### src/rtl/max7219_pkg.sv
// Shared constants, state encoding and frame layout
// for the MAX7219 serial transmit slice.
package max7219_pkg;

  localparam logic [3:0] REG_NOOP      = 4'h0;
  localparam logic [3:0] REG_DIGIT0    = 4'h1;
  localparam logic [3:0] REG_DIGIT1    = 4'h2;
  localparam logic [3:0] REG_DIGIT2    = 4'h3;
  localparam logic [3:0] REG_DIGIT3    = 4'h4;
  localparam logic [3:0] REG_DIGIT4    = 4'h5;
  localparam logic [3:0] REG_DIGIT5    = 4'h6;
  localparam logic [3:0] REG_DIGIT6    = 4'h7;
  localparam logic [3:0] REG_DIGIT7    = 4'h8;
  localparam logic [3:0] REG_DECODE    = 4'h9;
  localparam logic [3:0] REG_INTENSITY = 4'hA;
  localparam logic [3:0] REG_SCANLIMIT = 4'hB;
  localparam logic [3:0] REG_SHUTDOWN  = 4'hC;
  localparam logic [3:0] REG_TEST      = 4'hF;

  localparam int unsigned INIT_FRAMES = 5;

  typedef enum logic [2:0] {
    ST_INIT,
    ST_IDLE,
    ST_LOW,
    ST_HIGH,
    ST_TAIL,
    ST_LATCH
  } state_e;

  typedef struct packed {
    logic [3:0] pad;
    logic [3:0] addr;
    logic [7:0] data;
  } frame_t;

  function automatic frame_t mk_frame(
    input logic [3:0] a,
    input logic [7:0] d
  );
    frame_t f;
    f.pad  = 4'h0;
    f.addr = a;
    f.data = d;
    return f;
  endfunction

endpackage

### src/rtl/max7219_shifter.sv
// LOW/HIGH/TAIL/LATCH serializer: shifts one 16-bit
// word out MSB first, LOAD low for the whole frame.
module max7219_shifter
  import max7219_pkg::*;
#(
  parameter int unsigned CLK_DIV = 5
) (
  input  logic        clock,
  input  logic        reset_n,
  input  logic        start_i,
  input  logic [15:0] word_i,
  output logic        busy_o,
  output logic        done_o,
  output logic        sck_o,
  output logic        din_o,
  output logic        load_o
);

  localparam int CW = $clog2(CLK_DIV + 1);
  localparam logic [CW-1:0] CMAX = CW'(CLK_DIV - 1);

  state_e         state_q, state_d;
  logic [CW-1:0]  cnt_q, cnt_d;
  logic [3:0]     bit_q, bit_d;
  logic [15:0]    word_q, word_d;
  logic           tick;

  always_ff @(posedge clock or negedge reset_n) begin
    if (!reset_n) begin
      state_q <= ST_IDLE;
      cnt_q   <= '0;
      bit_q   <= '0;
      word_q  <= '0;
    end else begin
      state_q <= state_d;
      cnt_q   <= cnt_d;
      bit_q   <= bit_d;
      word_q  <= word_d;
    end
  end

  always_comb begin
    state_d = state_q;
    cnt_d   = cnt_q;
    bit_d   = bit_q;
    word_d  = word_q;
    tick    = (cnt_q == CMAX);
    if (state_q != ST_IDLE) begin
      cnt_d = tick ? '0 : cnt_q + CW'(1);
    end
    unique case (state_q)
      ST_LOW: begin
        if (tick) state_d = ST_HIGH;
      end
      ST_HIGH: begin
        if (tick) begin
          if (bit_q == 4'd0) begin
            state_d = ST_TAIL;
          end else begin
            bit_d   = bit_q - 4'd1;
            state_d = ST_LOW;
          end
        end
      end
      ST_TAIL: begin
        if (tick) state_d = ST_LATCH;
      end
      ST_LATCH: begin
        if (tick) state_d = ST_IDLE;
      end
      default: ;
    endcase
    done_o = (state_q == ST_LATCH) && tick;
    // a start in the final LATCH cycle chains frames with no gap
    if (start_i && (state_q == ST_IDLE || done_o)) begin
      state_d = ST_LOW;
      word_d  = word_i;
      bit_d   = 4'd15;
      cnt_d   = '0;
    end
  end

  always_comb begin
    busy_o = (state_q != ST_IDLE);
    sck_o  = (state_q == ST_HIGH);
    load_o = !(state_q == ST_LOW ||
               state_q == ST_HIGH ||
               state_q == ST_TAIL);
    din_o  = (state_q == ST_LOW ||
              state_q == ST_HIGH) && word_q[bit_q];
  end

endmodule

### src/rtl/max7219_spi_tx.sv
// MAX7219 transmit stage: init ROM playback after
// reset, then valid/ready user register writes.
module max7219_spi_tx
  import max7219_pkg::*;
#(
  parameter int unsigned CLK_DIV    = 5,
  parameter logic [3:0]  INTENSITY  = 4'h8,
  parameter logic [2:0]  SCAN_LIMIT = 3'd7
) (
  input  logic       clock,
  input  logic       reset_n,
  input  logic       wr_valid,
  input  logic [3:0] wr_addr,
  input  logic [7:0] wr_data,
  output logic       wr_ready,
  output logic       init_done,
  output logic       max_din,
  output logic       max_clk,
  output logic       max_load
);

  state_e     seq_q, seq_d;
  logic [2:0] idx_q, idx_d;
  frame_t     rom_w, word;
  logic       start, sh_busy, sh_done;

  always_ff @(posedge clock or negedge reset_n) begin
    if (!reset_n) begin
      seq_q <= ST_INIT;
      idx_q <= '0;
    end else begin
      seq_q <= seq_d;
      idx_q <= idx_d;
    end
  end

  always_comb begin
    unique case (idx_q)
      3'd0:    rom_w = mk_frame(REG_SHUTDOWN, 8'h01);
      3'd1:    rom_w = mk_frame(REG_SCANLIMIT,
                                {5'b0, SCAN_LIMIT});
      3'd2:    rom_w = mk_frame(REG_DECODE, 8'hFF);
      3'd3:    rom_w = mk_frame(REG_INTENSITY,
                                {4'b0, INTENSITY});
      default: rom_w = mk_frame(REG_TEST, 8'h00);
    endcase
  end

  always_comb begin
    seq_d     = seq_q;
    idx_d     = idx_q;
    start     = 1'b0;
    word      = mk_frame(wr_addr, wr_data);
    init_done = (seq_q == ST_IDLE);
    wr_ready  = init_done && !sh_busy;
    unique case (seq_q)
      ST_INIT: begin
        if (!sh_busy || sh_done) begin
          if (idx_q < 3'(INIT_FRAMES)) begin
            start = 1'b1;
            word  = rom_w;
            idx_d = idx_q + 3'd1;
          end else begin
            seq_d = ST_IDLE;
          end
        end
      end
      ST_IDLE: start = wr_valid && wr_ready;
      default: ;
    endcase
  end

  max7219_shifter #(
    .CLK_DIV (CLK_DIV)
  ) u_shifter (
    .clock   (clock),
    .reset_n (reset_n),
    .start_i (start),
    .word_i  (word),
    .busy_o  (sh_busy),
    .done_o  (sh_done),
    .sck_o   (max_clk),
    .din_o   (max_din),
    .load_o  (max_load)
  );

endmodule

### config.mk
export PLATFORM = sky130hd
export DESIGN_NAME = max7219_spi_tx
export DESIGN_NICKNAME = d
export VERILOG_FILES = /design/src/rtl/max7219_pkg.sv /design/src/rtl/max7219_shifter.sv /design/src/rtl/max7219_spi_tx.sv
export SDC_FILE = /design/constraint.sdc
export NUM_CORES = 1
export LEC_CHECK = 0
export CORE_ASPECT_RATIO = 0.6
export CORE_MARGIN = 8
export CORE_UTILIZATION = 51
export CTS_CLUSTER_DIAMETER = 30
export DETAILED_ROUTE_END_ITERATION = 10
export GPL_TIMING_DRIVEN = 0
export HOLD_SLACK_MARGIN = 0.03
export PLACE_DENSITY = 0.83
export SYNTH_ARGS = -nofsm -noshare
export SYNTH_HDL_FRONTEND = slang
export SYNTH_HIERARCHICAL = 1
export SYNTH_SLANG_ARGS = --single-unit
### constraint.sdc
create_clock -name clock -period 2.6 [get_ports clock]
set_clock_uncertainty 0.15 [all_clocks]
set_input_delay 0.39 -clock clock [delete_from_list [all_inputs] [get_ports clock]]
set_output_delay 0.39 -clock clock [all_outputs]
set_load 0.03 [all_outputs]
**Yosys cells after proc, flatten, opt, wreduce, memory -nomap -nowiden**

Index checks and enable logic that the tools add are counted.

- $lt $le $gt $ge: 2
- Multiplexer cells: 23
- Reductions and logical operators: 22
- Bitwise operators: 1
- Eq/ne operators: 15
- $add $sub $neg: 3

Operators by type and width:

| operator | number |
|---|---|
| case mux 11 bit (4 select lines) | 1 |
| two-way mux 12 bit | 3 |
| two-way mux 3 bit | 9 |
| two-way mux 4 bit | 4 |
| equality test 3 x 2 -> 1 bit, second input constant | 4 |
| inequality test 3 x 1 -> 1 bit, second input constant | 4 |
| case mux 3 bit (4 select lines) | 1 |
| equality test 3 bit, second input constant | 3 |
| AND reduction 3 bit | 3 |
| adder 3 x 1 -> 3 bit, second input constant | 2 |
| equality test 3 x 1 -> 1 bit, second input constant | 2 |
| logical NOT 3 bit | 2 |
| nonzero test 2 bit | 3 |
| logical AND 1 bit | 5 |
| < comparator 4 x 5 -> 1 bit, second input constant | 1 |
| AND reduction 5 bit | 1 |
| nonzero test 5 bit | 1 |
| binary-select mux 1 bit (select 4 bit) | 1 |
| logical NOT 4 bit | 1 |
| logical OR 1 bit | 4 |
| subtractor 4 x 1 -> 4 bit, second input constant | 1 |
| < comparator 3 bit, second input constant | 1 |
| two-way mux 1 bit | 3 |
| inequality test 3 x 2 -> 1 bit, second input constant | 1 |
| other kinds (4) | 5 |

- Bits of input ports: 15
- Register bits: 30
- Word-level logic and storage cells: 72
- Output and inout bits: 5

**Longest topological paths before layout**

- Depth after elaboration: 8
- Depth in mapped cells: 13
- Gate-level depth less buffers: 11

**Modules after synthesis**

Netlist, hierarchy kept.

Modules (own cells, without submodules):

| module | area an instance (um^2) | sequential area each (um^2) | times used | cells an instance |
|---|---|---|---|---|
| max7219_shifter | 1371.3 | 651.9 | 1 | 117 |
| max7219_spi_tx | 506.7 | 100.1 | 1 | 54 |

**Worst setup path after synthesis**

No wires, ideal clock.

- Path type: reg2reg
- From: register u_shifter.state_q[0]
- To: register u_shifter.word_q[0]
- Path buffers: 2
- Clock period less this slack: 2879 ps
- Arrival: 2604 ps
- Cell stages (with the launch flop): 10
- Library setup time: 125 ps
- Data required time: 2325 ps
- Setup slack: -279 ps
- Cells stage by stage: dfstp_2 or3b_4 nor2b_4 or3_1 buf_6 nand2_1 nand2_1 a211oi_4 buf_4 mux2_2

- Word-level cells in the longest chain between the ends: 6
- Elaborated cells on any way between the ends: 14
- Those cells by class: eq/ne (3); mux (4); reduce/logical (7)

RTL lines:

| element | line | text |
|---|---|---|
| start, declared | max7219_shifter.sv:22 | `state_e state_q, state_d;` |
| start signal, assigned | max7219_shifter.sv:35 | `state_q <= state_d;` |
| inequality test 3 x 1 -> 1 bit (*) | max7219_shifter.sv:84 | `busy_o = (state_q != ST_IDLE);` |
| named net sh_busy | max7219_spi_tx.sv:25 | `logic start, sh_busy, sh_done;` |
| logical NOT 1 bit (*) | max7219_spi_tx.sv:55, max7219_spi_tx.sv:58 |  |
| logical OR 1 bit / logical AND 1 bit (equally long branches) | max7219_spi_tx.sv:58, max7219_spi_tx.sv:55 |  |
| two-way mux 1 bit / logical AND 1 bit (equally long branches) | max7219_spi_tx.sv:58, max7219_spi_tx.sv:68 |  |
| case mux 1 bit (2 select lines) (*) | max7219_spi_tx.sv:56 | `unique case (seq_q)` |
| named net start | max7219_spi_tx.sv:25 |  |
| logical AND 1 bit (*) | max7219_shifter.sv:75 | `if (start_i && (state_q == ST_IDLE \|\| done_o)) begin` |
| end signal, assigned | max7219_shifter.sv:38 | `word_q <= word_d;` |
| end, declared | max7219_shifter.sv:25 | `logic [15:0] word_q, word_d;` |

The timed path passes the listed nets; every way through them passes the cells marked *.
A chain may end at the register's enable or synchronous reset.

**Final worst setup path**

- From: register u_shifter.state_q[0]
- To: register u_shifter.word_q[10]

The elaborated chain is that of the path after synthesis.

==> flow_metrics.env <==
export IMPL_outcome="finished, violations left"
export IMPL_violations="hold timing, setup timing"
export IMPL_final_max_slew_viol_count=0
export IMPL_required_ps=2620
export IMPL_via_per_inst=5.44
export IMPL_numCtsBuffers=5
export IMPL_timing_rr_start="u_shifter/state_q[0]"
export IMPL_drc=0
export IMPL_postRouteAntennaNets=0
export IMPL_grt_pass1_wl_mm=6.81
export IMPL_ir_worst_vdd_v=0.000280
export IMPL_max_freq_ghz=0.377
export IMPL_crit_chain="or3b_4 > nor2b_4 > or3_4 > nand2_4 > nand2_4 > a211oi_4 > buf_6 > buf_6 > mux2_4"
export IMPL_cp_max_fo=6
export IMPL_antenna_found_initial=0
export IMPL_critical_path_max_stage_delay_ps=540
export IMPL_utilization_pct=68.9
export IMPL_clk_pin_slew_ps=70
export IMPL_first_pass_iters=4
export IMPL_worst_r2r_path_depth=9
export IMPL_final_cells=262
export IMPL_r2r_slack_ps=-50
export IMPL_ys_warn_count=6
export IMPL_final_area_um2=2480
export IMPL_relSlewSlack_pct=54.4
export IMPL_min_path_type="input pin to asynchronous set/reset pin"
export IMPL_syn2layout_area_growth_pct=31.8
export IMPL_final_common_cell="dfrtp_1"
export IMPL_final_cell_mix="29 x dfrtp_1, 16 x clkdlybuf4s50_1, 14 x mux2_4"
export IMPL_start_util_pct=52.2
export IMPL_synth_distinct_cells=54
export IMPL_cts_root_buf="clkbuf_8"
export IMPL_drv_cap=0
export IMPL_crit_cells=9
export IMPL_die_h_um=63.0
export IMPL_finalHoldViolCount=29
export IMPL_grt_ovfl_total=0
export IMPL_die_x_um=94.3
export IMPL_synth_edff_count=0
export IMPL_synth_flop_cell="dfrtp_1"
export IMPL_rows=17
export IMPL_grt_pass1_vias=1408
export IMPL_syn_cell_area_um2=1880
export IMPL_dp_hpwl_mm=2.74
export IMPL_p_leak_nw=1.17
export IMPL_post_drt_wl_per_cell_um=15.9
export IMPL_powerDensity_nw_per_um2=371
export IMPL_die_area_um2=5940
export IMPL_cts_htree_levels=2
export IMPL_drtIter0Drc=84
export IMPL_end_kind="flip-flop"
export IMPL_ios=20
export IMPL_placeableCoreArea_um2=3590
export IMPL_crit_path_start_kind="flip-flop"
export IMPL_avgSynthCellArea_um2=11.0
export IMPL_n_fill_cell=265
export IMPL_grt_start_max_net_pins=31
export IMPL_r2r_end="u_shifter/word_q[10]"
export IMPL_wl_mm=4.18
export IMPL_seq_area_frac_synth_pct=40.0
export IMPL_drive_gt1_share_pct=32.6
export IMPL_crit_end="u_shifter/word_q[10]"
export IMPL_port_buffers=19
export IMPL_hold_ws_ps=-15.4
export IMPL_min_period_ps=2650
export IMPL_crit_family="simple AND/OR/NAND/NOR gates"
export IMPL_ys_ff_latch=30
export IMPL_diodes=0
export IMPL_dpl_cell_count=240
export IMPL_finalSetupViolCount=14
export IMPL_synthCells=171
export IMPL_worstSkewPairLatency_ps=290
export IMPL_setup_slack_ps=-50.3
export IMPL_num_vias=1426
export IMPL_fin_crit_sh_pct=102
export IMPL_rsz0062_at_grt="yes"
export IMPL_slowest_stage="dfstp_2"
export IMPL_worstPathArrival_ps=2680
export IMPL_postPlaceCellArea_um2=2150
export IMPL_cp_num_buf_inv=2
export IMPL_tightest_slew_ps=683
export IMPL_critical_path_class="flip-flop to flip-flop"
export IMPL_final_nets=238
export IMPL_cts_tree="done"
export IMPL_clockBufferDepth=2
export IMPL_critPathLaunch="u_shifter/state_q[0]"
export IMPL_clock_sinks=30
export IMPL_place_congestion=0.808
export IMPL_track_usage_pct=14.8
export IMPL_final_setup_tns_ps=-507
export IMPL_synth_async_reset_ratio_pct=100
==> worst min-delay path by stage <==
| stage | startpoint | end |
|---|---|---|
| detailed placement | u_shifter/word_q[3] | u_shifter/word_q[3] |
| global placement | u_shifter/word_q[10] | u_shifter/word_q[10] |
| global route | reset_n | u_shifter/word_q[15] |
| CTS | u_shifter/word_q[2] | u_shifter/word_q[2] |
| floorplan | reset_n | idx_q[0] |
| finish | reset_n | u_shifter/word_q[4] |
==> sequential cells by signal, indices dropped and copies added (netlist names) <==
register           cells
idx_q                  3
seq_q                  1
u_shifter/bit_q        4
u_shifter/cnt_q        3
u_shifter/state_q      3
u_shifter/word_q      16
==> cell usage after synthesis (3+ instances only) <==
master	count	area share [%]
and2b_1	3	1.2
nor2_1	10	2.0
buf_6	4	2.4
a2bb2oi_1	3	1.4
a21oi_1	11	2.9
nand2_1	6	1.2
a21o_1	7	2.8
o21ai_0	3	0.80
mux2_2	18	11
dfrtp_1	29	39
inv_1	9	1.8
ha_1	9	6.0
mux2i_1	5	2.7
nor3_1	6	1.6
==> worst register-to-register path, delay by kind of cell (launching register included) <==
| kind | cells | cell delay [ps] |
|---|---|---|
| AO/OA/AOI/OAI | 1 | 160 |
| buffers and inverters | 2 | 310 |
| flip-flops | 1 | 540 |
| multiplexers | 1 | 310 |
| AND/OR/NAND/NOR | 5 | 1070 |
==> area by class of cell <==
type	count	area [um2]	share of cell area (%)
well taps	47	58.8	2.37
plain buffers	9	87.6	3.54
flip-flops and latches	30	752	30.4
inverters	9	33.8	1.36
clock buffers	6	82.6	3.34
clock inverters	2	12.5	0.505
repair buffers	34	329	13.3
multi-input cells	125	1120	45.2
==> metal layers <==
layer | vias to the layer above | share of wire [%] | global-route usage, %
met2 | 37 | 42 | 20.4
li1 | 698 | - | -
met1 | 685 | 50 | 20.1
met5 | - | 0 | 0
met3 | 6 | 6.6 | 5.16
met4 | 0 | 1.6 | 6.48
==> kinds of logic (layout without fill, tap and decap cells) <==
kind of cell             count (synthesis)  count (layout)  share of synthesized area [%]
AO/OA/AOI/OAI                           37              37                           14.7
XOR/XNOR                                 2               2                          0.933
adder cells (fa/ha/maj)                  9               9                           6.00
buffers and inverters                   19              60                           6.46
flip-flops                              30              30                           40.0
multiplexers                            25              25                           16.1
other                                    1               4                          0.200
AND/OR/NAND/NOR                         48              48                           15.7
==> repair_timing <==
action / 4_1_cts / 5_1_grt
gates resized for setup: 21 / 16
gates cloned: 2 / 0
endpoints found under the setup margin: 20 / 23
setup buffers: 9 / 5
pin swaps: 2 / 7
hold buffers: 0 / 0
==> metrics by stage <==
stage / total power [mW] / setup slack [ps]
after floorplan: 0.484 / -102
after detailed placement: 0.517 / -289
final: 0.917 / -50.3
after CTS: 0.929 / -123
after global placement: 0.516 / -250
after global routing: 0.960 / -83.0
==> report_power, final <==
| group | total, mW | switching (mW) | internal (mW) |
|---|---|---|---|
| Clock | 0.410 | 0.197 | 0.213 |
| Sequential | 0.467 | 0 | 0.467 |
| Combinational | 0.0409 | 0.0168 | 0.0241 |
| Total | 0.917 | 0.214 | 0.703 |
No activity file was read; power rests on OpenSTA's default activity.
==> RTL change, RTL diff (config.mk and constraints unchanged) <==
`word_q` no longer has a reset.
--- a/src/rtl/max7219_shifter.sv
+++ b/src/rtl/max7219_shifter.sv
@@ -30,13 +30,15 @@
       state_q <= ST_IDLE;
       cnt_q   <= '0;
       bit_q   <= '0;
-      word_q  <= '0;
     end else begin
       state_q <= state_d;
       cnt_q   <= cnt_d;
       bit_q   <= bit_d;
-      word_q  <= word_d;
     end
+  end
+
+  always_ff @(posedge clock) begin
+    word_q <= word_d;
   end
 
   always_comb begin
Behaviour: same outputs for any inputs over 10 cycles, from zero or initial values and one cycle with reset_n low; that may be too few to reach the edited logic, so the function may still have changed.
==> RTL change against the unedited design <==
- setup slack better by 120 ps
- global-route usage is 0.17 points lower
- total power is 3.1% lower
- sequential cell count stayed put
- wire length is 9.6% lower
- synthesized area is 7.1% lower
- clock power is 14% lower
- final area is 11% lower
==> RTL change: results (changes against the unedited design) <==
Post-synthesis adder-cell area fraction: 6.45% (was 6.00%)
Iteration-0 DRC count of the detailed router: 82 (was 84)
Final Setup Violations: 0 (was 14)
HPWL after DPL: 2650 um (was 2740 um)
FF/Latch Area: 832 sq um (was 752 sq um)
Internal cell power: 0.000712 W (was 0.000703 W)
Post-synth EDFFs: 16 (was 0)
Post-CTS Resized: 12 (was 21)
Outcome: complete, no violations (was complete, but fails checks)
Largest cells by area after synthesis: edfxtp_1 28%, dfrtp_1 19%, ha_1 6.5%, a21oi_1 3.2%, a21o_1 3.0% (was dfrtp_1 39%, mux2_2 11%, ha_1 6.0%, a21oi_1 2.9%, a21o_1 2.8%)
Dpl cells: 219 (was 240)
Synth Cell Area: 1750 sq um (was 1880 sq um)
Post-Place Setup Slack: -206 ps (was -289 ps)
Largest fanout on the critical path: 10 (was 6)
GP Congestion: 0.862 (was 0.808)
Filler instances: 251 (was 265)
First-pass GRT wire length: 6440 um (was 6810 um)
Leakage power: 0.962 nW (was 1.17 nW)
DR vias/cell: 5.58 (was 5.44)
Distinct cells, synth: 53 (was 54)
Slew margin rel.: 52.0% (was 54.4%)
Placed Area: 2020 sq um (was 2150 sq um)
WL final: 3780 um (was 4180 um)
Post-Syn Area per Cell: 11.5 sq um (was 11.0 sq um)
Clock buffers and inverters, area share: 3.64% (was 3.84%)
Final Non-Filler Cells: 236 (was 262)
Layout net count: 214 (was 238)
Peak supply drop: 0.289 mV (was 0.280 mV)
Flip-flop and latch count: 30 (unchanged)
Inverters excl. clock: 12 (was 9)
Mux cell area share after synthesis: 7.38% (was 16.1%)
HP Class: flip-flop to flip-flop (was primary input to async pin)
Critical Path AT: 2370 ps (was 2680 ps)
Synth top cells by count: 16 x edfxtp_1, 13 x dfrtp_1, 11 x a21oi_1 (was 29 x dfrtp_1, 18 x mux2_2, 11 x a21oi_1)
Setup Buffers After CTS: 6 (was 9)
Non-clock buffers: 33 (was 43)
Synth Area in XOR/XNOR: 0.502% (was 0.933%)
Share of the yosys chip area belonging to registers: 47.7% (was 40.0%)
Top_reg_cell synth: edfxtp_1 (was dfrtp_1)
Share of post-route cells with drive strength above 1: 23.0% (was 32.6%)
## RTL change: worst paths after layout
check / from / to / slack (ps) / cells after the start
max in group asynchronous: reset_n / u_shifter/bit_q[1] / 1480 / 1
setup reg to reg: u_shifter/state_q[0] / u_shifter/word_q[1] / 70 / 7
setup / recovery: u_shifter/state_q[0] / u_shifter/word_q[1] / 70 / 7
min in group asynchronous: reset_n / seq_q[0] / 380 / 1
hold reg to reg: u_shifter/cnt_q[0] / u_shifter/cnt_q[0] / 370 / 1
hold / removal: u_shifter/cnt_q[0] / u_shifter/cnt_q[0] / 370 / 1
## RTL change: stage by stage
| stage | TNS [ps] | hold slack, ps | utilization (%) |
|---|---|---|---|
| after floorplan | 0 | -55.6 | - |
| after global placement | -2710 | 332 | 61.8 |
| after detailed placement | -3800 | 373 | 61.8 |
| after CTS | -343 | 380 | 66.8 |
| after global routing | 0 | 410 | 67.5 |
| final | 0 | 375 | 67.5 |
## RTL change: worst reg2reg max path, stage by stage, from the launching register on
cell	delay, ps
dfstp_2	550
or3b_4	390
nor2b_4	140
or3_4	380
nand2_4	90
nand2_4	50
a211o_4	390
inv_8	120
## RTL change: power groups by stage
stage	Combinational (W)	Sequential (W)	Clock (W)
after floorplan	0.00000853	0.000511	0
after global placement	0.0000348	0.000511	0
after detailed placement	0.0000358	0.000511	0
after CTS	0.0000360	0.000502	0.000358
after global routing	0.0000394	0.000501	0.000380
final	0.0000358	0.000502	0.000352
## RTL change: routing by layer
metal  wire length, um  share of wire, %  GRT usage [%]  vias up
met2              1920                51           25.8       34
met4                28              0.74           4.16        0
met1              1650                44           17.3      639
li1                  -                 -              -      639
met5                 0                 0              0        -
met3               185               4.9           4.26        6
